[src/rtl/mux2_rr_arbiter.sv]
// Two-requester round-robin arbiter that drives a shared 2:1 mux select, with a
// one-cycle dead SWITCH state between owners and a registered, qualified data output.
module mux2_rr_arbiter #(
    parameter int WIDTH    = 1,
    parameter int MAX_HOLD = 8
) (
    input  logic             clk_i,
    input  logic             rst_n_i,
    input  logic             req_a_i,
    input  logic             req_b_i,
    input  logic [WIDTH-1:0] a_data_i,
    input  logic [WIDTH-1:0] b_data_i,
    output logic             gnt_a_o,
    output logic             gnt_b_o,
    output logic             sel_o,
    output logic [WIDTH-1:0] out_o,
    output logic             valid_o
);
    localparam int CW = $clog2(MAX_HOLD + 1);
    localparam logic [CW-1:0] HOLD_MAX = CW'(MAX_HOLD);
    localparam logic [CW-1:0] HOLD_ONE = CW'(1);

    typedef enum logic [1:0] {IDLE, GRANT_A, GRANT_B, SWITCH} state_t;

    state_t           state_q, state_d;
    logic             last_q, last_d;       // 0 = A, 1 = B
    logic             target_q, target_d;   // 0 = A, 1 = B
    logic [CW-1:0]    hold_cnt_q, hold_cnt_d;
    logic             sel_q, sel_d;
    logic             gnt_a_q, gnt_a_d;
    logic             gnt_b_q, gnt_b_d;
    logic [WIDTH-1:0] out_q;
    logic             valid_q;

    logic owner_is_b;
    logic own_req;
    logic other_req;
    logic target_req;

    assign owner_is_b = (state_q == GRANT_B);
    assign own_req    = owner_is_b ? req_b_i : req_a_i;
    assign other_req  = owner_is_b ? req_a_i : req_b_i;
    assign target_req = target_q ? req_b_i : req_a_i;

    always_comb begin
        state_d    = state_q;
        last_d     = last_q;
        target_d   = target_q;
        hold_cnt_d = hold_cnt_q;
        sel_d      = sel_q;
        case (state_q)
            IDLE: begin
                // On a tie the requester that did not own the path last wins.
                if (req_a_i && (!req_b_i || last_q)) begin
                    state_d    = GRANT_A;
                    sel_d      = 1'b0;
                    hold_cnt_d = HOLD_ONE;
                    last_d     = 1'b0;
                end else if (req_b_i) begin
                    state_d    = GRANT_B;
                    sel_d      = 1'b1;
                    hold_cnt_d = HOLD_ONE;
                    last_d     = 1'b1;
                end
            end
            GRANT_A, GRANT_B: begin
                if ((!own_req || hold_cnt_q == HOLD_MAX) && other_req) begin
                    state_d  = SWITCH;
                    target_d = ~owner_is_b;
                    sel_d    = ~owner_is_b;
                end else if (!own_req) begin
                    state_d = IDLE;
                end else if (hold_cnt_q != HOLD_MAX) begin
                    hold_cnt_d = hold_cnt_q + HOLD_ONE;
                end
            end
            SWITCH: begin
                if (target_req) begin
                    state_d    = target_q ? GRANT_B : GRANT_A;
                    hold_cnt_d = HOLD_ONE;
                    last_d     = target_q;
                end else begin
                    state_d = IDLE;
                end
            end
            default: state_d = IDLE;
        endcase
        gnt_a_d = (state_d == GRANT_A);
        gnt_b_d = (state_d == GRANT_B);
    end

    always_ff @(posedge clk_i or negedge rst_n_i) begin
        if (!rst_n_i) begin
            state_q    <= IDLE;
            last_q     <= 1'b1;
            target_q   <= 1'b0;
            hold_cnt_q <= '0;
            sel_q      <= 1'b0;
            gnt_a_q    <= 1'b0;
            gnt_b_q    <= 1'b0;
            out_q      <= '0;
            valid_q    <= 1'b0;
        end else begin
            state_q    <= state_d;
            last_q     <= last_d;
            target_q   <= target_d;
            hold_cnt_q <= hold_cnt_d;
            sel_q      <= sel_d;
            gnt_a_q    <= gnt_a_d;
            gnt_b_q    <= gnt_b_d;
            // Data path samples with the select and grant already on the flops.
            if (gnt_a_q || gnt_b_q) begin
                out_q <= sel_q ? b_data_i : a_data_i;
            end
            valid_q <= gnt_a_q | gnt_b_q;
        end
    end

    assign gnt_a_o = gnt_a_q;
    assign gnt_b_o = gnt_b_q;
    assign sel_o   = sel_q;
    assign out_o   = out_q;
    assign valid_o = valid_q;
endmodule

[config.mk]
export PLATFORM = sky130hd
export DESIGN_NAME = mux2_rr_arbiter
export DESIGN_NICKNAME = d
export VERILOG_FILES = /design/src/rtl/mux2_rr_arbiter.sv
export SDC_FILE = /design/constraint.sdc
export NUM_CORES = 1
export LEC_CHECK = 0
export ABC_AREA = 0
export CAP_MARGIN = 5
export CORE_AREA = 8 8 55 57
export CTS_BUF_LIST = sky130_fd_sc_hd__clkbuf_4 sky130_fd_sc_hd__clkbuf_8
export CTS_CLUSTER_SIZE = 40
export DETAILED_ROUTE_END_ITERATION = 10
export DIE_AREA = 0 0 63 65
export MAX_ROUTING_LAYER = met4
export PLACE_DENSITY = 0.62
export SYNTH_ARGS = -nofsm -noshare
export SYNTH_HDL_FRONTEND = slang
export SYNTH_SLANG_ARGS = --single-unit
[constraint.sdc]
create_clock -name clk_i -period 5.9 [get_ports clk_i]
set_clock_uncertainty 0.2 [all_clocks]
set_input_delay 1.18 -clock clk_i [delete_from_list [all_inputs] [get_ports clk_i]]
set_output_delay 1.18 -clock clk_i [all_outputs]
set_load 0.05 [all_outputs]
Yosys cells after proc, flatten, opt, wreduce, memory -nomap -nowiden
Cells that the tools add are included.
Operators by class
  add/subtract/negate cells: 1
  equal/unequal tests: 13
  multiplexer cells: 24
  bitwise operators: 2
  reductions and logical operators: 15
Operators with widths (count)
  4-bit 2-to-1 mux: 6
  2-bit 2-to-1 mux: 6
  4-bit case mux with 3 select lines: 1
  2-bit != test, second input constant: 5
  1-bit 2-to-1 mux: 8
  2-bit == test, second input constant: 3
  2-bit case mux with 3 select lines: 1
  3-bit AND reduction: 2
  5-bit AND reduction: 1
  4-bit by 1-bit adder with 4-bit output, second input constant: 1
  2-bit by 1-bit == test with 1-bit output, second input constant: 2
  4-bit == test, second input constant: 1
  4-bit != test, second input constant: 1
  1-bit case mux with 2 select lines: 2
  2-bit nonzero test: 2
  1-bit logical OR: 3
  3-bit != test, second input constant: 1
  1-bit logical AND: 2
  1-bit logical NOT: 2
  2-bit logical NOT: 1
  2-bit AND reduction: 1
  2-bit OR reduction: 1
  1-bit inverter: 1
  1-bit OR: 1
Storage, ports and cells
  bits in registers: 13
  input port bits: 6
  output and inout bits: 5
  logic and storage cells: 64

Depth between registers and ports, before layout
Gate-level depths: netlist of run 1.
  depth after elaboration: 8
  gate-level depth with buffers: 7

Worst setup path after synthesis of run 1
OpenSTA, ideal clock, no wires.
  path type: input port to flip-flop
  from: input req_b_i
  to: register gnt_a_q, in the netlist gnt_a_o
  setup time: 0.119 ns
  arrival time: 2.280 ns
  required time: 5.581 ns
  slack: 3.301 ns
  stages on the path: 5
  path buffers: 1
  path through: buf_6 mux2_4 a32o_1 o32a_1 and2_1
Between the ends
  cells in the longest elaborated chain, start to end: 7
Ends and longest elaborated chain
  start: declaration: line 10  | input logic req_b_i,
  1-bit 2-to-1 mux: line 41  | assign own_req = owner_is_b ? req_b_i : req_a_i;
  1-bit logical NOT
  1-bit logical OR: line 67  | if ((!own_req || hold_cnt_q == HOLD_MAX) && other_req) begin
  1-bit logical AND: line 67
  2-bit 2-to-1 mux: line 67
  2-bit case mux with 3 select lines (*): line 51  | case (state_q)
  named net state_d[0]: line 25  | state_t state_q, state_d;
  2-bit by 1-bit == test with 1-bit output (*): line 88  | gnt_a_d = (state_d == GRANT_A);
  named net gnt_a_d: line 30  | logic gnt_a_q, gnt_a_d;
  end signal: assignment: line 109  | gnt_a_q <= gnt_a_d;
  end: declaration: line 30
Mark *: on every way through the listed nets, which the timed path passes. The rest lies on a longest branch.
A chain may end at the register's enable or synchronous reset.

Worst setup path in the final report of run 1
  from: register sel_q, in the netlist sel_o
  to: output sel_o
RTL lines
  start: declaration: line 29  | logic sel_q, sel_d;
  start signal: assignment: line 108  | sel_q <= sel_d;
  end: declaration: line 15  | output logic sel_o,
No word-level cell between the ends.

==> results of run 1 <==
[power by group through the flow]
| stage | registers [mW] | clock network (mW) | logic (mW) |
|---|---|---|---|
| 3_5_place_dp | 0.167 | 0 | 0.348 |
| 2_1_floorplan | 0.214 | 0 | 0.216 |
| 6_report | 0.165 | 0.0603 | 0.346 |
| 4_1_cts | 0.165 | 0.0631 | 0.350 |
| 3_3_place_gp | 0.166 | 0 | 0.345 |
| 5_1_grt | 0.172 | 0.0667 | 0.385 |
[Yosys cell counts, drive strengths merged]
library cell | count | share of area, %
dfrtp | 12 | 37
inv | 8 | 3.7
nor2 | 7 | 3.2
ha | 5 | 7.7
nand2b | 5 | 3.8
o21ai | 5 | 3.1
nand2 | 4 | 1.8
and2 | 3 | 2.3
o2bb2ai | 3 | 3.2
a211o | 2 | 2.2
a211oi | 2 | 1.8
a21oi | 2 | 1.2
a22o | 2 | 2.2
and3 | 2 | 1.5
buf | 2 | 2.0
mux2i | 2 | 2.5
nand3 | 2 | 1.2
nand4 | 2 | 1.5
nor3 | 2 | 1.2
a2bb2oi | 1 | 1.1
a311o | 1 | 1.2
a31oi | 1 | 0.77
a32o | 1 | 1.2
a41oi | 1 | 1.1
clkbuf | 1 | 0.46
dfstp | 1 | 3.2
mux2 | 1 | 1.8
nand3b | 1 | 0.92
nor2b | 1 | 0.77
o22ai | 1 | 0.77
o32a | 1 | 1.2
o41a | 1 | 1.4
or4 | 1 | 0.92
[state kept, by name (all words and copies together), names as in the netlist]
name	flops
gnt_a_o	1
hold_cnt_q	4
target_q	1
valid_o	1
gnt_b_o	1
sel_o	1
state_q	2
last_q	1
out_o	1
[how the worst max path moves through the flow]
stage	startpoint	endpoint	slack, ns	depth (start not counted)
after floorplan	req_b_i	gnt_a_o	3.30	5
after global placement	req_a_i	gnt_a_o	2.74	5
after detailed placement	req_a_i	gnt_a_o	2.72	5
after CTS	sel_o	sel_o	2.96	1
after global routing	req_a_i	gnt_a_o	2.92	5
final	sel_o	sel_o	3.00	1
[layer usage]
layer / GRT usage, % / vias up / part of all wire, %
li1: - / 338 / -
met1: 10.5 / 312 / 49
met2: 14.6 / 7 / 46
met3: 2.75 / 2 / 3.2
met4: 4.27 / 0 / 0.99
met5: - / - / 0
[metrics by stage]
stage,setup slack (ns),hold slack [ns],util (%)
after global placement,2.74,0.268,43.3
after detailed placement,2.72,0.292,43.3
after CTS,2.96,0.309,44.7
final,3.00,0.299,44.7
after global routing,2.92,0.352,44.7
after floorplan,3.30,0.273,-
[layout make-up]
cell class	count	area, sq um	share of cell area, %
clock buffers	4	30.0	3.13
inverters	8	30.0	3.13
multi-input cells	62	438	45.6
flip-flops and latches	13	327	34.0
well taps	28	35.0	3.65
repair buffers	10	100	10.4
[kinds of logic (layout without fill, tap and decap cells)]
family / Yosys count / count (layout) / share of synthesized area, %
buf+inv: 11 / 22 / 6.14
flops: 13 / 13 / 40.1
mux: 3 / 3 / 4.30
simple gates: 30 / 30 / 19.4
fa+ha+maj: 5 / 5 / 7.68
compound gates: 24 / 24 / 22.4
[cell usage in the layout, fill, tap and decap left out, drive strengths merged]
| cell | synthesis | final |
|---|---|---|
| a211o | 2 | 2 |
| a211oi | 2 | 2 |
| a21oi | 2 | 2 |
| a22o | 2 | 2 |
| a2bb2oi | 1 | 1 |
| a311o | 1 | 1 |
| a31oi | 1 | 1 |
| a32o | 1 | 1 |
| a41oi | 1 | 1 |
| and2 | 3 | 3 |
| and3 | 2 | 2 |
| clkbuf | 1 | 4 |
| clkdlybuf4s50 | 0 | 10 |
| dfrtp | 12 | 12 |
| dfstp | 1 | 1 |
| ha | 5 | 5 |
| inv | 8 | 8 |
| mux2 | 1 | 1 |
| mux2i | 2 | 2 |
| nand2 | 4 | 4 |
| nand2b | 5 | 5 |
| nand3 | 2 | 2 |
| nand3b | 1 | 1 |
| nand4 | 2 | 2 |
| nor2 | 7 | 7 |
| nor2b | 1 | 1 |
| nor3 | 2 | 2 |
| o21ai | 5 | 5 |
| o22ai | 1 | 1 |
| o2bb2ai | 3 | 3 |
| o32a | 1 | 1 |
| o41a | 1 | 1 |
| or4 | 1 | 1 |
==> results.md, run 1 <==
- Root Buffer Master: clkbuf_4
- Die X: 63 um
- Filler Cell Count: 219
- RD Place Congestion: 0.842
- CP Cell Sequence: clkdlybuf4s50_1
- Reg2Reg Depth: 6
- Status: complete, no violations
- Crit path DAT: 1.52 ns
- Cells after synthesis: 86
- Die ar.: 0.00410 sq mm
- Combinational Power Share: 60.6%
- Finished Cell Area: 960 sq um
- Cts bufs inserted: 3
- Worst hold endpoint: valid_o
- Tightest Hold Check Type: flop to flop
- Area delta synth->final: 17.8%
- Seq pwr share: 28.9%
- HPWL after detailed placement: 1300 um
- RSZ-0062 raised after global routing: no
- Post-cts resize count: 0
- Final Setup Violations: 0
- Crit path required time: 4.52 ns
- Critical Path Max Stage Delay: 0.83 ns
- Reg2Reg Setup Slack: 3.70 ns
- CP startpoint kind: flop
- Min-Delay Path Depth: 2
- Slowest CP cell: clkdlybuf4s50_1
- Power Internal: 0.307 mW
- Reg2reg start: state_q[0]
- Avg WL per Cell: 13.7 um
- Clock group share of total power: 10.5%
- Peak VDD IR: 0.266 mV
- Tightest Pin Transition: 0.624 ns
- Fin crit period: 2.90 ns
- Clock sinks: 13
- Clk pin slew, worst setup/hold paths: 0.08 ns
- Pwr Density: 595 mW/mm^2
- CTS tree: built
- Die Ht: 65 um
- Total power: 0.571 mW
- RR Endpoint: gnt_a_o
- Crit path kind: flop to primary output
- Mapped Area: 815 sq um
- Layout cells sized above 1: 6.19%
- Core Footprint: 0.00215 sq mm
- Mapped Nets: 97
- Residual DRC: 0
- Vias per inst: 5.27
- Mean post-synth cell area: 9.47 sq um
- Seq/Total Area, Yosys: 40.1%
- ANT cells: 0
- Initial antenna violation count: 0
- IO Port Bufs: 10
- Min-delay src: gnt_b_o
- # placed instances: 121
- Total track usage: 9.20%
- # Post-CTS Setup Buffers: 0
- Worst path top cell family by delay: buffers and inverters
- Max-slew violations: 0
- NetSw: 0.264 mW
- Largest net degree at the start of global routing: 14
- Nets: 109
- Rel. slew slack: 58.3%
- Clk_lat worst skew: 0.27 ns
- IO Pins: 11
- Vias: 659
- CTS Hold Bufs: 0
- Final Non-Filler Cells: 125
- CP Capture Type: primary output
- Area after DPL: 930 sq um
- Vias in the first global route: 643
- Starting density of the core: 37.9%
- Max-cap violation count: 0
- Switch share: 46.2%
- Leak Pwr: 0.428 nW
- Final Cycle Share: 49.2%
- Rows: 17
- Initial DRC count: 16
- Crit-path max FO: 4
- Cell variety after synth: 34
- H-tree Lvls: 1
- Clock Path Buffers: 2
- Fmax: 344 MHz
- First-pass iteration count of the detailed router: 4
- Final Hold Fails: 0
- WL final: 1710 um
- Synth warn: 0
- Antenna viol nets, final: 0
- Total Neg Setup Slack: 0 ns
- #FFs+latches synth: 13
- Grt ovf: 0
- Worst path bufs/invs: 1
- First-pass GRT wire length: 2940 um
(Power assumes the default switching activity.)
==> run 2, diff against run 1 <==
- clock period: 5.9 -> 2.8 ns (I/O delays scaled with it)
==> results.md, run 2 (synthesized netlist as in run 1, its figures left out) <==
- Clock sinks: 13 (unchanged)
- Clock Path Buffers: 2 (unchanged)
- RR Endpoint: gnt_a_o (unchanged)
- Die X: 63 um (unchanged)
- Total Neg Setup Slack: 0 ns (unchanged)
- Slowest CP cell: clkdlybuf4s50_1 (unchanged)
- CTS Hold Bufs: 0 (unchanged)
- CP Capture Type: primary output (unchanged)
- CP Cell Sequence: clkdlybuf4s50_1 (unchanged)
- First-pass iteration count of the detailed router: 4 (unchanged)
- Cts bufs inserted: 3 (unchanged)
- Status: complete, no violations (unchanged)
- Antenna viol nets, final: 0 (unchanged)
- Core Footprint: 0.00215 sq mm (unchanged)
- Reg2Reg Depth: 6 (unchanged)
- Rel. slew slack: 60.4% (was 58.3%)
- Fmax: 437 MHz
- Crit path kind: flop to primary output (unchanged)
- Top Registers: hold_cnt_q: 4 flops, state_q: 2 flops (unchanged)
- Crit path DAT: 1.53 ns (was 1.52 ns)
- Avg WL per Cell: 14.1 um (was 13.7 um)
- Nets: 111 (was 109)
- Commonest non-fill, non-tap cell in the layout: dfrtp_1 (unchanged)
- Vias per inst: 5.38 (was 5.27)
- Reg2reg start: state_q[0] (unchanged)
- Tightest Pin Transition: 0.592 ns (was 0.624 ns)
- Worst path bufs/invs: 1 (unchanged)
- WP depth: 1 (unchanged)
- Total track usage: 10.0% (was 9.20%)
- Multi-input gate area: 438 sq um (unchanged)
- Final Cycle Share: 81.7%
- Clk_lat worst skew: 0.27 ns (about the same)
- RSZ-0062 raised after global routing: no (unchanged)
- HPWL after detailed placement: 1420 um (was 1300 um)
- CTS tree: built (unchanged)
- Min-delay src: gnt_a_o (was gnt_b_o)
- Tightest Hold Check Type: flop to flop (unchanged)
- Max reg flops: 4 (unchanged)
- Initial antenna violation count: 0 (unchanged)
- First-pass GRT wire length: 3210 um (was 2940 um)
- Rows: 17 (unchanged)
- Reg2Reg Setup Slack: 0.59 ns (was 3.70 ns)
- RD Place Congestion: 0.806 (was 0.842)
- Initial DRC count: 33 (was 16)
- Critical Path Max Stage Delay: 0.83 ns (about the same)
- Largest net degree at the start of global routing: 14 (unchanged)
- Flip-flop and latch area: 327 sq um (unchanged)
- Final Non-Filler Cells: 127 (was 125)
- Peak VDD IR: 0.532 mV (was 0.266 mV)
- ANT cells: 0 (unchanged)
- Worst path top cell family by delay: buffers and inverters (unchanged)
- WL final: 1790 um (was 1710 um)
- Fin crit period: 2.29 ns
- Clk pin slew, worst setup/hold paths: 0.07 ns (was 0.08 ns)
- Vias in the first global route: 701 (was 643)
- CP startpoint kind: flop (unchanged)
- Max-slew violations: 0 (unchanged)
- Area delta synth->final: 19.7% (was 17.8%)
- IO Port Bufs: 10 (unchanged)
- Layout cells sized above 1: 8.08% (was 6.19%)
- Max-cap violation count: 0 (unchanged)
- Die Ht: 65 um (unchanged)
- Hold_ws: 0.288 ns (was 0.299 ns)
- # placed instances: 123 (was 121)
- IO Pins: 11 (unchanged)
- Min-Delay Path Depth: 2 (unchanged)
- Leak Pwr: 0.438 nW (was 0.428 nW)
- Final Setup Violations: 0 (unchanged)
- Filler Cell Count: 216 (was 219)
- Top reg by flops: hold_cnt_q (unchanged)
- Residual DRC: 0 (unchanged)
- Vias: 683 (was 659)
- Most frequent cells in the layout: dfrtp_1, clkdlybuf4s50_1, inv_1 (unchanged)
- Root Buffer Master: clkbuf_4 (unchanged)
- Grt ovf: 0 (unchanged)
- Pwr Density: 1240 mW/mm^2 (was 595 mW/mm^2)
- H-tree Lvls: 1 (unchanged)
- Final Hold Fails: 0 (unchanged)
- Crit path required time: 2.04 ns (was 4.52 ns)
- Post-cts resize count: 0 (unchanged)
- # Post-CTS Setup Buffers: 0 (unchanged)
- Crit-path max FO: 4 (unchanged)
- Die ar.: 0.00410 sq mm (unchanged)
- Starting density of the core: 37.9% (unchanged)
- Worst hold endpoint: valid_o (unchanged)
## run 2: worst register-to-register path: stages, from the launching register on
cell and delay, ns:
dfrtp_1 0.40, inv_1 0.11, ha_1 0.28, mux2_4 0.38
a32o_1 0.27, o32a_1 0.31, and2_1 0.16
## run 2: how the worst max path moves through the flow
stage,startpoint,to,slack (ns)
2_1_floorplan,state_q[0],gnt_a_o,0.73
3_3_place_gp,req_a_i,gnt_a_o,0.45
3_5_place_dp,req_a_i,gnt_a_o,0.43
4_1_cts,sel_o,sel_o,0.48
5_1_grt,state_q[0],gnt_a_o,0.44
6_report,sel_o,sel_o,0.51
## run 2: metal layers
| layer | routed length, um | vias up | share of wire (%) | GRT usage, % |
|---|---|---|---|---|
| met3 | 67 | 2 | 3.7 | 3.44 |
| met4 | 12 | 0 | 0.67 | 3.42 |
| li1 | - | 341 | - | - |
| met2 | 890 | 7 | 50 | 17.3 |
| met1 | 819 | 333 | 46 | 10.4 |
| met5 | 0 | - | 0 | - |
## run 2: report_power, final
| part | internal (mW) | switching [mW] |
|---|---|---|
| registers | 0.278 | 0.0719 |
| logic | 0.306 | 0.434 |
| clock network | 0.0648 | 0.0559 |
## run 2: metrics by stage
step                cell area (sq um)  setup WS, ns  power [mW]  util, %
finish                            975         0.511        1.21     45.4
global route                      975         0.443        1.33     45.4
CTS                               975         0.483        1.23     45.4
detailed placement                945         0.433        1.10     44.0
global placement                  945         0.449        1.08     44.0
floorplan                         815         0.734       0.905        -
## run 2: layout make-up
cell class | count | area share, %
clock buffer | 4 | 3.08
inverter | 8 | 3.08
multi-input combinational | 62 | 44.9
sequential | 13 | 33.5
tap | 28 | 3.59
timing repair buffer | 12 | 11.8
==> run 3, diff against run 2 <==
- clock period: 2.8 -> 2.27 ns (I/O delays scaled with it)
==> results.md, run 3 (synthesized netlist as in run 1, its figures left out) <==
- Pwr Density: 1520 mW/mm^2 (was 1240 mW/mm^2)
- Fin crit period: 2.09 ns
- Crit path DAT: 2.05 ns (was 1.53 ns)
- RSZ-0062 raised after global routing: no (unchanged)
- Rel. slew slack: 59.7% (was 60.4%)
- Max-slew violations: 0 (unchanged)
- RD Place Congestion: 0.782 (was 0.806)
- Residual DRC: 0 (unchanged)
- Clk_lat worst skew: 0.27 ns (about the same)
- Avg WL per Cell: 13.3 um (was 14.1 um)
- CP Capture Type: flop (was primary output)
- Starting density of the core: 37.9% (unchanged)
- Pre-CTS setup slack: 0.0113 ns (was 0.433 ns)
- Total track usage: 9.46% (was 10.0%)
- Initial DRC count: 30 (was 33)
- First-pass GRT wire length: 3070 um (was 3210 um)
- Setup ws final: 0.177 ns (was 0.511 ns)
- Cts bufs inserted: 3 (unchanged)
- IO Pins: 11 (unchanged)
- Crit path kind: flop to flop (was flop to primary output)
- Top Registers: hold_cnt_q: 4 flops, state_q: 2 flops (unchanged)
- Tightest Hold Check Type: flop to flop (unchanged)
- Die Ht: 65 um (unchanged)
- Rows: 17 (unchanged)
- Final Setup Violations: 0 (unchanged)
- HPWL after detailed placement: 1380 um (was 1420 um)
- CP startpoint kind: flop (unchanged)
- Commonest non-fill, non-tap cell in the layout: dfrtp_1 (unchanged)
- Nets: 116 (was 111)
- Clock Path Buffers: 2 (unchanged)
- Die ar.: 0.00410 sq mm (unchanged)
- IO Port Bufs: 10 (unchanged)
- Clk pin slew, worst setup/hold paths: 0.07 ns (about the same)
- Tightest Pin Transition: 0.603 ns (was 0.592 ns)
- CTS Hold Bufs: 0 (unchanged)
- Max reg flops: 4 (unchanged)
- First-pass iteration count of the detailed router: 4 (unchanged)
- Top reg by flops: hold_cnt_q (unchanged)
- WL final: 1760 um (was 1790 um)
- Layout cells sized above 1: 14.4% (was 8.08%)
- Most frequent cells in the layout: dfrtp_1, clkdlybuf4s50_1, inv_1, buf_4, nor2_1 (was dfrtp_1, clkdlybuf4s50_1, inv_1)
- Fmax: 478 MHz
- Root Buffer Master: clkbuf_4 (unchanged)
- ANT cells: 0 (unchanged)
- Vias: 686 (was 683)
- Reg2reg start: state_q[0] (unchanged)
- Antenna viol nets, final: 0 (unchanged)
- Hold_ws: 0.289 ns (was 0.288 ns)
- Crit-path max FO: 4 (unchanged)
- H-tree Lvls: 1 (unchanged)
- Final Non-Filler Cells: 132 (was 127)
- Leak Pwr: 0.465 nW (was 0.438 nW)
- Vias per inst: 5.20 (was 5.38)
- CTS tree: built (unchanged)
- Max-cap violation count: 0 (unchanged)
- Core Footprint: 0.00215 sq mm (unchanged)
- Total Neg Setup Slack: 0 ns (unchanged)
- Initial antenna violation count: 0 (unchanged)
- Area delta synth->final: 24.6% (was 19.7%)
- Status: complete, no violations (unchanged)
- Crit path required time: 2.23 ns (was 2.04 ns)
- Grt ovf: 0 (unchanged)
- Min-delay src: gnt_a_o (unchanged)
- Vias in the first global route: 695 (was 701)
- CP Launch Point: state_q[0] (was sel_o)
- Final Hold Fails: 0 (unchanged)
- Peak VDD IR: 0.631 mV (was 0.532 mV)
- Clock sinks: 13 (unchanged)
- # placed instances: 128 (was 123)
- Die X: 63 um (unchanged)
- Largest net degree at the start of global routing: 14 (unchanged)
- Final Cycle Share: 92.2%
run 3: critical path, cell delays in order (launching register included):
cell and delay (ns):
dfrtp_1 0.40, inv_1 0.10, ha_1 0.20, mux2_4 0.34
a32o_1 0.27, o32a_1 0.32, and2_1 0.17
run 3: what timing repair did:
item,CTS,global route
buffers inserted,0,0
endpoints found under the setup margin,0,2
resized for setup,0,1
run 3: path summary, 6_finish.rpt:
check                               end  slack [ns]  depth (start not counted)
worst max register to register  gnt_a_o        0.18                          6
worst min-delay path            valid_o        0.29                          2
min in group asynchronous         sel_o        0.36                          1
worst max-delay path            gnt_a_o        0.18                          6
worst min register to register  valid_o        0.29                          2
max in group asynchronous       valid_o        1.12                          1
run 3: final cells by class:
class                      instances  area [sq um]
inverter                           8          30.0
tap                               28          35.0
sequential                        13           327
multi-input combinational         62           443
timing repair buffer              17           150
clock buffer                       4          30.0
fill                             205          1130
run 3: layer usage:
metal	vias up	wire length [um]	global-route usage [%]
met5	-	0	-
met4	0	27	3.42
met3	4	64	2.92
met2	7	858	16.1
met1	324	806	10.2
li1	351	-	-
run 3: through the flow:
stage	instance area, sq um	power, mW	utilization [%]
after CTS	1010	1.55	47.0
after global placement	980	1.38	45.6
final	1010	1.54	47.2
after global routing	1010	1.68	47.2
after detailed placement	980	1.39	45.6
after floorplan	815	1.12	-
run 3: report_power, final:
group | internal, mW | leakage, nW | total (mW) | switching (mW)
sequential | 0.343 | 0.157 | 0.430 | 0.0863
clock | 0.0799 | 0.0184 | 0.150 | 0.0699
combinational | 0.421 | 0.289 | 0.964 | 0.543
